$ cat config.mk
export PLATFORM = sky130hd
export DESIGN_NAME = writeback_stage
export DESIGN_NICKNAME = d
export VERILOG_FILES = /design/src/rtl/writeback_stage.sv
export SDC_FILE = /design/constraint.sdc
export NUM_CORES = 1
export LEC_CHECK = 0
export BUFFER_PORTS_ARGS = -buffer_cell sky130_fd_sc_hd__buf_2
export CORE_ASPECT_RATIO = 0.9
export CORE_UTILIZATION = 53
export CTS_BUF_LIST = sky130_fd_sc_hd__clkbuf_16
export DETAILED_ROUTE_END_ITERATION = 10
export PLACE_DENSITY = 0.8
export SLEW_MARGIN = 20
export SYNTH_ARGS = -nofsm -noshare
export SYNTH_HDL_FRONTEND = slang
export SYNTH_SLANG_ARGS = --single-unit
export TNS_END_PERCENT = 100
$ cat constraint.sdc
create_clock -name clk -period 7.4 [get_ports clk]
set_clock_uncertainty 0.2 [all_clocks]
set_input_delay 1.85 -clock clk [delete_from_list [all_inputs] [get_ports clk]]
set_output_delay 1.85 -clock clk [all_outputs]
set_load 0.005 [all_outputs]
$ cat src/rtl/writeback_stage.sv
// writeback_stage: MEM/WB pipeline register and writeback logic for the RV32I core.
// Captures the memory-stage outputs, aligns and extends load data, selects the
// writeback value for the register file and forwarding, and counts retired
// instructions.
module writeback_stage #(
  parameter int WIDTH = 32
) (
  input  logic             clk,
  input  logic             rst,
  input  logic             stall_w_i,
  input  logic             flush_w_i,
  input  logic             valid_m_i,
  input  logic             reg_write_m_i,
  input  logic [1:0]       result_src_m_i,
  input  logic [2:0]       funct3_m_i,
  input  logic [4:0]       rd_m_i,
  input  logic [WIDTH-1:0] alu_result_m_i,
  input  logic [WIDTH-1:0] read_data_m_i,
  input  logic [WIDTH-1:0] pc_plus_4_m_i,
  output logic             reg_write_w_o,
  output logic [4:0]       rd_w_o,
  output logic [WIDTH-1:0] result_w_o,
  output logic             valid_w_o,
  output logic [63:0]      instret_o
);

  localparam int NUM_BYTES = WIDTH / 8;

  // Result select encodings.
  localparam logic [1:0] SRC_ALU  = 2'b00;
  localparam logic [1:0] SRC_LOAD = 2'b01;
  localparam logic [1:0] SRC_PC4  = 2'b10;

  // Load size/sign encodings (funct3).
  localparam logic [2:0] F3_LB  = 3'b000;
  localparam logic [2:0] F3_LH  = 3'b001;
  localparam logic [2:0] F3_LBU = 3'b100;
  localparam logic [2:0] F3_LHU = 3'b101;

  // W register fields.
  logic             valid_reg;
  logic             reg_write_reg;
  logic [1:0]       result_src_reg;
  logic [2:0]       funct3_reg;
  logic [4:0]       rd_reg;
  logic [WIDTH-1:0] alu_result_reg;
  logic [WIDTH-1:0] read_data_reg;
  logic [WIDTH-1:0] pc_plus_4_reg;
  logic [1:0]       addr_lo_reg;
  logic [63:0]      instret_reg;

  // Next-state values.
  logic             load_en;
  logic             valid_next;
  logic             reg_write_next;
  logic [63:0]      instret_next;

  // Load extraction intermediates.
  logic [7:0]       byte_lane [NUM_BYTES];
  logic [7:0]       sel_byte;
  logic [15:0]      sel_half;
  logic [WIDTH-1:0] load_data;
  logic [WIDTH-1:0] result_mux;

  // Flush takes priority over stall; fields other than valid/reg_write are
  // don't-care on a flush, so they simply load along with everything else.
  always_comb begin
    load_en        = flush_w_i || !stall_w_i;
    valid_next     = valid_reg;
    reg_write_next = reg_write_reg;
    instret_next   = instret_reg;
    if (flush_w_i) begin
      valid_next     = 1'b0;
      reg_write_next = 1'b0;
    end else if (!stall_w_i) begin
      valid_next     = valid_m_i;
      reg_write_next = reg_write_m_i;
      if (valid_m_i) begin
        // Wraps modulo 2^64 naturally.
        instret_next = instret_reg + 64'd1;
      end
    end
  end

  // Control bits and retired counter; asynchronous reset clears everything.
  always_ff @(posedge clk or posedge rst) begin
    if (rst) begin
      valid_reg     <= 1'b0;
      reg_write_reg <= 1'b0;
      instret_reg   <= 64'd0;
    end else begin
      valid_reg     <= valid_next;
      reg_write_reg <= reg_write_next;
      instret_reg   <= instret_next;
    end
  end

  // Datapath fields of the W register: load on flush or when not stalled.
  always_ff @(posedge clk or posedge rst) begin
    if (rst) begin
      result_src_reg <= 2'b00;
      funct3_reg     <= 3'b000;
      rd_reg         <= 5'd0;
      alu_result_reg <= '0;
      read_data_reg  <= '0;
      pc_plus_4_reg  <= '0;
      addr_lo_reg    <= 2'b00;
    end else if (load_en) begin
      result_src_reg <= result_src_m_i;
      funct3_reg     <= funct3_m_i;
      rd_reg         <= rd_m_i;
      alu_result_reg <= alu_result_m_i;
      read_data_reg  <= read_data_m_i;
      pc_plus_4_reg  <= pc_plus_4_m_i;
      addr_lo_reg    <= alu_result_m_i[1:0];
    end
  end

  // Split the raw word into little-endian byte lanes.
  genvar gi;
  generate
    for (gi = 0; gi < NUM_BYTES; gi++) begin : g_byte_lane
      assign byte_lane[gi] = read_data_reg[8*gi +: 8];
    end
  endgenerate

  // Pick the addressed byte and halfword.
  always_comb begin
    sel_byte = byte_lane[addr_lo_reg];
    sel_half = addr_lo_reg[1] ? read_data_reg[31:16] : read_data_reg[15:0];
  end

  // Size/sign extension; unknown encodings fall back to the full word.
  always_comb begin
    load_data = read_data_reg;
    case (funct3_reg)
      F3_LB:   load_data = {{(WIDTH-8){sel_byte[7]}}, sel_byte};
      F3_LBU:  load_data = {{(WIDTH-8){1'b0}}, sel_byte};
      F3_LH:   load_data = {{(WIDTH-16){sel_half[15]}}, sel_half};
      F3_LHU:  load_data = {{(WIDTH-16){1'b0}}, sel_half};
      default: load_data = read_data_reg;
    endcase
  end

  // Writeback result select from the registered control.
  always_comb begin
    result_mux = '0;
    case (result_src_reg)
      SRC_ALU:  result_mux = alu_result_reg;
      SRC_LOAD: result_mux = load_data;
      SRC_PC4:  result_mux = pc_plus_4_reg;
      default:  result_mux = '0;
    endcase
  end

  // Outputs come straight from the W register; x0 writes are dropped here.
  assign reg_write_w_o = valid_reg && reg_write_reg && (rd_reg != 5'd0);
  assign rd_w_o        = rd_reg;
  assign result_w_o    = result_mux;
  assign valid_w_o     = valid_reg;
  assign instret_o     = instret_reg;

endmodule

==> results of run 1 <==
-- kinds of logic (layout without fill, tap and decap cells) --
| logic type | Yosys count | after routing | share of synthesized area [%] |
|---|---|---|---|
| DFF | 172 | 172 | 52.9 |
| xor gates and xnor gates | 63 | 63 | 6.78 |
| other | 0 | 1 | 0 |
| AOI/OAI and AO/OA | 74 | 74 | 6.24 |
| and+or+nand+nor | 191 | 191 | 12.8 |
| buffers and inverters | 51 | 264 | 2.43 |
| adders and majority gates | 1 | 1 | 0.154 |
| muxes | 138 | 138 | 18.7 |
-- per-stage QoR --
step / instance area, um^2 / setup slack, ns / cells / hold slack (ns)
after floorplan: 8140 / 0.690 / 690 / 0.265
after CTS: 9910 / 2.13 / 1101 / 0.284
final: 9910 / 2.10 / 1102 / 0.285
after global placement: 9360 / 2.75 / 1071 / 0.261
after global routing: 9910 / 1.91 / 1102 / 0.299
after detailed placement: 9360 / 2.59 / 1071 / 0.271
-- final cells by class --
| class | instances | share of cell area (%) |
|---|---|---|
| Timing Repair Buffer | 217 | 11.0 |
| Antenna cell | 1 | 0.0252 |
| Multi-Input combinational cell | 467 | 36.7 |
| Inverter | 17 | 0.694 |
| Clock buffer | 17 | 4.29 |
| Clock inverter | 13 | 1.30 |
| Tap cell | 198 | 2.50 |
| Sequential cell | 172 | 43.4 |
-- power by group --
part	internal (W)	total, W	switching [W]
clock network	0.000489	0.000845	0.000356
registers	0.00100	0.00107	0.0000688
logic	0.000150	0.000290	0.000140
-- layout by cell type, fill, tap and decap left out, drive strengths merged, types with 13 or more instances in the layout --
cell,count
o211ai,18
mux2,102
nor3,16
nand3,27
o21ai,13
nand4,21
xor2,28
dfrtp,172
nand2,57
nor2,31
mux2i,35
inv,19
xnor2,35
clkbuf,17
buf,217
-- cell usage after synthesis (2+ instances only) --
master,instances
a211oi_1,5
nand4_2,3
nor3_2,2
nor4_1,7
nand2b_1,5
nor3_1,14
and2_1,2
clkbuf_1,26
mux2_2,102
nor4_2,4
inv_1,17
nand4_1,18
mux2i_1,35
buf_2,5
a221oi_1,3
nor2_1,30
o21ai_0,13
o32ai_1,3
a21oi_1,7
xor2_1,28
or2_2,2
buf_1,3
o221ai_1,7
or3_1,2
nand2_1,57
a31oi_1,2
xnor2_1,35
nor2b_1,4
dfrtp_1,172
o211ai_1,18
o21a_1,3
nand3_1,27
o22ai_1,11
and3_1,7
-- path summary, 6_finish.rpt --
kind | startpoint | endpoint
max in group asynchronous | rst | result_src_reg[1]
hold reg to reg | instret_o[63] | instret_o[63]
min in group asynchronous | rst | instret_o[1]
setup reg to reg | instret_o[0] | instret_o[56]
setup / recovery | result_src_reg[1] | result_w_o[17]
hold / removal | instret_o[63] | instret_o[63]
-- layer usage --
metal  wire length [um]  global-route usage (%)  up-vias  part of all wire [%]
met5                 13                       0        -                 0.066
met3               1570                    7.94       33                   8.0
met2               8840                    39.0      255                    45
li1                   -                       -     2892                     -
met1               8810                    36.8     3025                    45
met4                476                    9.27        2                   2.4
-- worst reg2reg max path, stage by stage (launching register included) --
cell     delay, ns
dfrtp_1       0.42
ha_1          0.22
nand2_1       0.12
nor4_4        0.45
nand4_1       0.60
nor4_1        0.52
xor2_1        0.17
==> results.cfg, run 1 <==
[logic_synthesis]
yosysWarningCount = 0
synth-edff-count = 0
ys_types = 45
yosys-top-cells-area = dfrtp_1 53%, mux2_2 14%, mux2i_1 4.3%, xnor2_1 3.8%, xor2_1 3.0%
synth_area_mm2 = 0.00814
yosysTopAreaCellShare_pct = 52.9
yosysTopAreaCell = dfrtp_1
syn_area_per_cell_um2 = 11.8
ys_ff_latch = 172
syn_inst = 690
ys_seq_area_share_pct = 52.9
synth_fp_nets = 803
synthArstFlopShare_pct = 100
ys.flop_type = dfrtp_1

[finish]
post-route-util_pct = 66.7
num-fill-cells = 1185
area.growth.synth_to_final_pct = 21.9
nets = 1005
largest_reg_flops = 64
drive_above_1_share_pct = 40.5
multiInputGateArea_mm2 = 0.00364
regArea_mm2 = 0.00431

[place]
place_congestion = 0.984
numPortBuffers = 214
dp_hpwl_um = 14400

[clock_network]
ctsHoldBuffers = 0
root_buffer = clkbuf_16
cts_htree_levels = 4
post-cts-setup-buffer-count = 0
clockBufferDepth = 2
clk_latency_ns = 0.42
cts_repair_resize_count = 0
cts.clk_slew.worst_paths_ns = 0.06
cts.sinks = 172
cts_tree = built
cts_made_buffers = 17

[timing]
hold_violations = 0
setup_viol = 0
fin_setup_tns_ns = 0
clock.fmax_mhz = 189
timing.final.crit_share_pct = 71.6
tightest_slew_ns = 1.17
slew_headroom_pct = 21.4
rsz0062_at_grt = no
finalCriticalPeriod_ns = 5.30
maxSlewViolCount = 0

[setup_path]
reg2reg_depth = 6
cp-end-kind = output pin
crit_family = simple AND/OR/NAND/NOR gates
start_kind = flip-flop
crit_cells = 6
cp_slowest_stage_delay_ns = 0.99
slowest_stage = nor2_1
crit_type = reg2out
critPathBufInv = 2
cp_data_arrival_time_ns = 3.25
cp.required_ns = 5.35
path_cells = inv_1 > nand2_1 > nor2_1 > nand2_1 > o211ai_1 > buf_2
crit_top_cell = nand2_1
crit_fanout = 35
r2r_setup_slack_ns = 4.62

[flow_run]
cap_violations = 0

[global_routing]
grt-ovfl-total = 0
antenna_found_initial = 2
grt_max_degree = 97
grt_pass1_wl_um = 31900
track_usage_pct = 26.3
grt_pass1_vias = 6112

[power]
vdd_drop_max_v = 0.000163
p_per_area_mw_per_mm2 = 222
p_leak_nw = 4.76
finalPower_w = 0.00221

[min_path]
hold_depth = 1
hold_path.class = reg2reg

[floorplanning]
dieArea_mm2 = 0.0158
pin_count = 215
die_y_um = 120
rows = 42
die_w_um = 133
start_util_pct = 54.7
coreArea_mm2 = 0.0149

[drt]
vias_per_cell = 5.63
wl_per_cell_um = 17.9
dr.pass1.iters = 8
drtIter0Drc = 526
antenna_left = 0
vias = 6207
drc = 0
totalWireLength_um = 19700

[run_status]
status = finished clean
Power figures use the tool's default switching activity.
==> inputs of run 2 (changes only) <==
Settings changed: ABC_AREA from default to 1, CORE_UTILIZATION 53 to 49, PLACE_DENSITY 0.8 to 0.77.
Clock period 7.4 ns to 4.7 ns, I/O delays scaled along.
==> run 2 against run 1 <==
Cell area is 10% higher. Die area is 19% higher. Combinational power is 72% higher. First-iteration DRC count is 1.1% lower. Highest routed layer unchanged. Synthesized area is 10% higher. Count of clock-buffer cells in the layout stayed put. Worst hold slack better by 0.023 ns. Largest cell class unchanged. Core utilization is 5.3 points lower. Critical path depth is 2 higher. Critical path type unchanged. Routed wire length is 21% higher. Sequential share of layout area is 4.0 points lower.
==> results.cfg, run 2 <==
[global_routing]
grt_pass1_vias = 7396
grt-ovfl-total = 0
grt_max_degree = 65
track_usage_pct = 25.9
grt_pass1_wl_um = 37100
antenna_found_initial = 5

[timing]
timing.final.crit_share_pct = 88.5
setup_viol = 0
slew_headroom_pct = 42.7
setup_slack_ns = 0.541
maxSlewViolCount = 0
rsz0062_at_grt = no
finalCriticalPeriod_ns = 4.16
tightest_slew_ns = 0.854
hold_violations = 0
fin_setup_tns_ns = 0
hold_ws_ns = 0.308
clock.fmax_mhz = 240

[place]
placedInstanceArea_mm2 = 0.0103
numPortBuffers = 214
place_congestion = 0.923
pre_cts_ws_ns = 1.05
dp_hpwl_um = 17900

[setup_path]
crit_fanout = 30
worst_r2r_endpoint = instret_o[58]
path_cells = o21ai_0 > nand2_1 > o21ai_2 > nand2_2 > nand3_2 > nand2_1 > nand3_1 > buf_2
cp.required_ns = 3.32
crit_type = reg2out
r2r_setup_slack_ns = 2.73
worstSetupStartpoint = alu_result_reg[1]
cp_slowest_stage_delay_ns = 0.87
crit_top_cell = nand2_1
start_kind = flip-flop
cp-end-kind = output pin
reg2reg_from = instret_o[24]
setup.worst_path.end = result_w_o[31]
cp_data_arrival_time_ns = 2.78
slowest_stage = dfrtp_1
reg2reg_depth = 9

[logic_synthesis]
synthArstFlopShare_pct = 100
yosysTopAreaCellShare_pct = 48.0
synthXorXnorAreaFrac_pct = 4.38
synthAdderAreaFrac_pct = 0.140
synth_most_common_cell = nand2_1
synth_compound_area_share_pct = 7.26
synth_top_family_by_area = simple AND/OR/NAND/NOR gates
synthMuxAreaShare_pct = 7.41
yosysTopAreaCell = dfrtp_1
synth_area_mm2 = 0.00896
yosys.area_share.simple_pct = 26.4
ys_seq_area_share_pct = 48.0
synth_fp_nets = 1175
yosys-top-cells-area = dfrtp_1 48%, nand2_1 12%, mux2_2 7.4%, inv_1 4.7%, nand3_1 3.9%
ys_ff_latch = 172
syn_inst = 1062
ys.flop_type = dfrtp_1
synth_commonest_cells = 296 x nand2_1, 172 x dfrtp_1, 112 x inv_1
yosysWarningCount = 0
syn_area_per_cell_um2 = 8.44
synth-edff-count = 0
ys_types = 37

[floorplanning]
pin_count = 215
die_y_um = 130
die_w_um = 145
dieArea_mm2 = 0.0188
rows = 46
start_util_pct = 50.4
coreArea_mm2 = 0.0178

[power]
finalPower_w = 0.00357
p_leak_nw = 5.55
p_per_area_mw_per_mm2 = 327
vdd_drop_max_v = 0.000243

[flow_run]
cap_violations = 0

[clock_network]
cts_htree_levels = 4
cts_made_buffers = 17
cts.sinks = 172
clockBufferDepth = 2
clk_latency_ns = 0.42
post-cts-setup-buffer-count = 0
cts.clk_slew.worst_paths_ns = 0.06
ctsHoldBuffers = 0
cts_repair_resize_count = 0
root_buffer = clkbuf_16
cts_tree = built

[drt]
dr.pass1.iters = 6
drtIter0Drc = 520
vias = 7996
vias_per_cell = 5.23
wl_per_cell_um = 15.6
drc = 0
antenna_left = 0
totalWireLength_um = 23800

[finish]
multiInputGateArea_mm2 = 0.00410
nets = 1387
drive_above_1_share_pct = 27.6
stdcell_area_mm2 = 0.0109
num-fill-cells = 1574
largest_reg_flops = 64
regArea_mm2 = 0.00430
area.growth.synth_to_final_pct = 21.7
final_common_cell = nand2_1
layout_common_cells = 296 x nand2_1, 214 x buf_2, 172 x dfrtp_1, 112 x inv_1, 78 x nor2_1

[run_status]
status = finished clean

[min_path]
hold_path.class = reg2reg
[run 2: cell types whose count changed after synthesis, moves of 42 or more]
cell,change
nand2_1,+239
o21ai_0,+56
nor2_1,+50
inv_1,+95
nand3_1,+42
mux2_2,-43
[run 2: area by class of cell]
cell class | count | share of cell area (%)
multi-input cells | 743 | 37.5
clock buffers | 17 | 3.90
repair buffers | 223 | 10.8
well taps | 240 | 2.75
inverters | 117 | 4.06
clock inverters | 12 | 1.43
flip-flops and latches | 172 | 39.4
diodes | 4 | 0.0917
[run 2: metal layers]
layer  wire length [um]  up-vias  global-route usage, %
met3               1790       37                   6.68
met4                436        2                   8.85
li1                   -     3860                      -
met1              10100     3770                   32.8
met5                 10        -                      0
met2              11400      327                   43.3
[run 2: critical path: cells and delay by family, from the launching register on]
family	cells	cell delay (ns)
simple gates	5	0.94
buf+inv	1	0.13
compound gates	2	0.42
flops	1	0.87
[run 2: stage by stage]
stage | utilization (%) | std cells
finish | 61.3 | 1528
global route | 61.3 | 1526
CTS | 61.3 | 1524
detailed placement | 58.0 | 1495
global placement | 58.0 | 1495
floorplan | - | 1062
[run 2: kinds of logic after synthesis]
kind of cell             count (synthesis)
buffers and inverters                  147
XOR/XNOR                                44
AND/OR/NAND/NOR                        519
flip-flops                             172
adder cells (fa/ha/maj)                  1
multiplexers                            59
AO/OA/AOI/OAI                          120
[run 2: where the power goes]
group / internal [W] / switching, W
clock: 0.000869 / 0.000551
sequential: 0.00158 / 0.0000704
combinational: 0.000211 / 0.000287
total: 0.00266 / 0.000908
[run 2: worst min path at each step]
stage                       start  cells after the start            endpoint  slack, ns
2_1_floorplan   alu_result_reg[3]                      1   alu_result_reg[3]       0.28
3_3_place_gp    alu_result_reg[3]                      1   alu_result_reg[3]       0.29
3_5_place_dp   alu_result_reg[16]                      1  alu_result_reg[16]       0.30
4_1_cts         pc_plus_4_reg[24]                      1   pc_plus_4_reg[24]       0.31
5_1_grt         alu_result_reg[3]                      1   alu_result_reg[3]       0.32
6_report        pc_plus_4_reg[30]                      1   pc_plus_4_reg[30]       0.31
==> inputs of run 3 (changes only) <==
Settings changed: ABC_AREA 1 to default, CORE_UTILIZATION 49 to 48, PLACE_DENSITY 0.77 to 0.86.
==> run 3 against run 2 <==
The flow now finishes with violations (DRC). Core utilization is 0.67 points lower. Die area is 7.3% lower. Sequential share of layout area is 3.9 points higher. Maximum frequency is 4.6% higher. Routed wire length is 16% lower. Cell area is 9.1% lower. Critical endpoint is now result_w_o[23]. Highest routed layer unchanged.
==> results.cfg, run 3 (synthesis gave the netlist of run 1 again) <==
[power]
share_seq_of_total_power_pct = 49.5
combPwrFrac_pct = 14.0
p_sw_share_pct = 26.5
vdd_drop_max_v = 0.000257
p_switching_w = 0.000894
p_leak_nw = 4.76
p_per_area_mw_per_mm2 = 340
finalPower_w = 0.00337
intPower_w = 0.00248
p_clk_share_pct = 36.6

[setup_path]
worst_r2r_endpoint = instret_o[60]
worstSetupStartpoint = funct3_reg[1]
start_kind = flip-flop
cp-end-kind = output pin
setup.worst_path.end = result_w_o[23]
slowest_stage = nor4b_4
crit_type = reg2out
cp_slowest_stage_delay_ns = 0.62
r2r_setup_slack_ns = 1.93
crit_family = simple AND/OR/NAND/NOR gates
cp.required_ns = 3.32
reg2reg_from = instret_o[0]
reg2reg_depth = 6
crit_fanout = 20
crit_cells = 5
path_cells = nor4b_4 > a21o_1 > nand2_1 > o211ai_1 > buf_2
critPathBufInv = 1
cp_data_arrival_time_ns = 2.60

[floorplanning]
start_util_pct = 49.8
coreArea_mm2 = 0.0164
die_y_um = 126
dieArea_mm2 = 0.0175
die_w_um = 139
rows = 44
pin_count = 215

[timing]
timing.final.crit_share_pct = 84.6
finalCriticalPeriod_ns = 3.98
clock.fmax_mhz = 252
tightest_slew_ns = 0.936
maxSlewViolCount = 0
fin_setup_tns_ns = 0
hold_violations = 0
slew_headroom_pct = 37.6
rsz0062_at_grt = no
setup_viol = 0
hold_ws_ns = 0.273

[clock_network]
cts_made_buffers = 17
clk_latency_ns = 0.41
cts_tree = built
ctsHoldBuffers = 0
cts.clk_slew.worst_paths_ns = 0.06
post-cts-setup-buffer-count = 0
cts.sinks = 172
cts_repair_resize_count = 0
cts_htree_levels = 4
clockBufferDepth = 2
root_buffer = clkbuf_16

[global_routing]
antenna_found_initial = 3
grt_max_degree = 173
grt_pass1_wl_um = 32300
grt_pass1_vias = 6125
track_usage_pct = 23.9
grt-ovfl-total = 0

[finish]
regArea_mm2 = 0.00431
num-fill-cells = 1327
layout_common_cells = 214 x buf_2, 171 x dfrtp_1, 102 x mux2_2, 57 x nand2_1
drive_above_1_share_pct = 40.7
nets = 1009
final_common_cell = buf_2
area.growth.synth_to_final_pct = 21.9
multiInputGateArea_mm2 = 0.00364
largest_reg_flops = 64
post-route-util_pct = 60.7

[place]
numPortBuffers = 214
dp_hpwl_um = 14500
place_congestion = 0.900

[drt]
wl_per_cell_um = 17.9
antenna_left = 0
totalWireLength_um = 20000
drtIter0Drc = 386
vias = 6212
vias_per_cell = 5.57
drc = 11
dr.pass1.iters = 11

[flow_run]
cap_violations = 0

[min_path]
hold_depth = 1
hold_path.class = reg2reg

[run_status]
violations = DRC
status = finished with violations
run 3: cell count changes in the layout (fill, tap and decap cells not counted), sizes merged, moves of 7 or more:
cell    delta
a21oi     -26
and3       +7
inv       -96
mux2      +43
mux2i     +35
nand2    -245
nand3     -49
nor2      -73
nor4      +12
o211ai    +11
o21ai     -58
o22ai     +10
xnor2     +15
run 3: worst min path at each step:
stage / start / end / slack, ns
floorplan: instret_o[63] / instret_o[63] / 0.26
global route: instret_o[63] / instret_o[63] / 0.30
global placement: instret_o[63] / instret_o[63] / 0.25
CTS: instret_o[63] / instret_o[63] / 0.28
detailed placement: instret_o[63] / instret_o[63] / 0.27
finish: instret_o[63] / instret_o[63] / 0.27
run 3: through the flow:
stage | cell area [um^2] | worst slack (ns) | std cells
6_report | 9920 | 0.724 | 1116
5_1_grt | 9920 | 0.519 | 1116
4_1_cts | 9920 | 0.773 | 1114
3_5_place_dp | 9410 | 1.12 | 1084
3_3_place_gp | 9410 | 1.22 | 1084
2_1_floorplan | 8140 | 1.13 | 690
run 3: power groups by stage:
stage | Sequential, W | Clock (W) | Combinational (W)
finish | 0.00167 | 0.00123 | 0.000472
global route | 0.00168 | 0.00133 | 0.000518
CTS | 0.00167 | 0.00126 | 0.000475
detailed placement | 0.00169 | 0 | 0.000474
global placement | 0.00169 | 0 | 0.000464
floorplan | 0.00167 | 0 | 0.000298
run 3: cell type report:
class,instances,area share [%]
flip-flops and latches,172,43.4
multi-input cells,467,36.7
repair buffers,221,11.5
clock buffers,17,4.29
well taps,207,2.61
clock inverters,13,0.820
inverters,17,0.681
diodes,2,0.0504
run 3: metal layers:
layer	part of all wire, %	vias up	track usage (%)
li1	-	2885	-
met1	45	3095	32.8
met2	47	200	36.8
met3	5.6	30	5.86
met4	2.1	2	8.69
met5	0.065	-	0
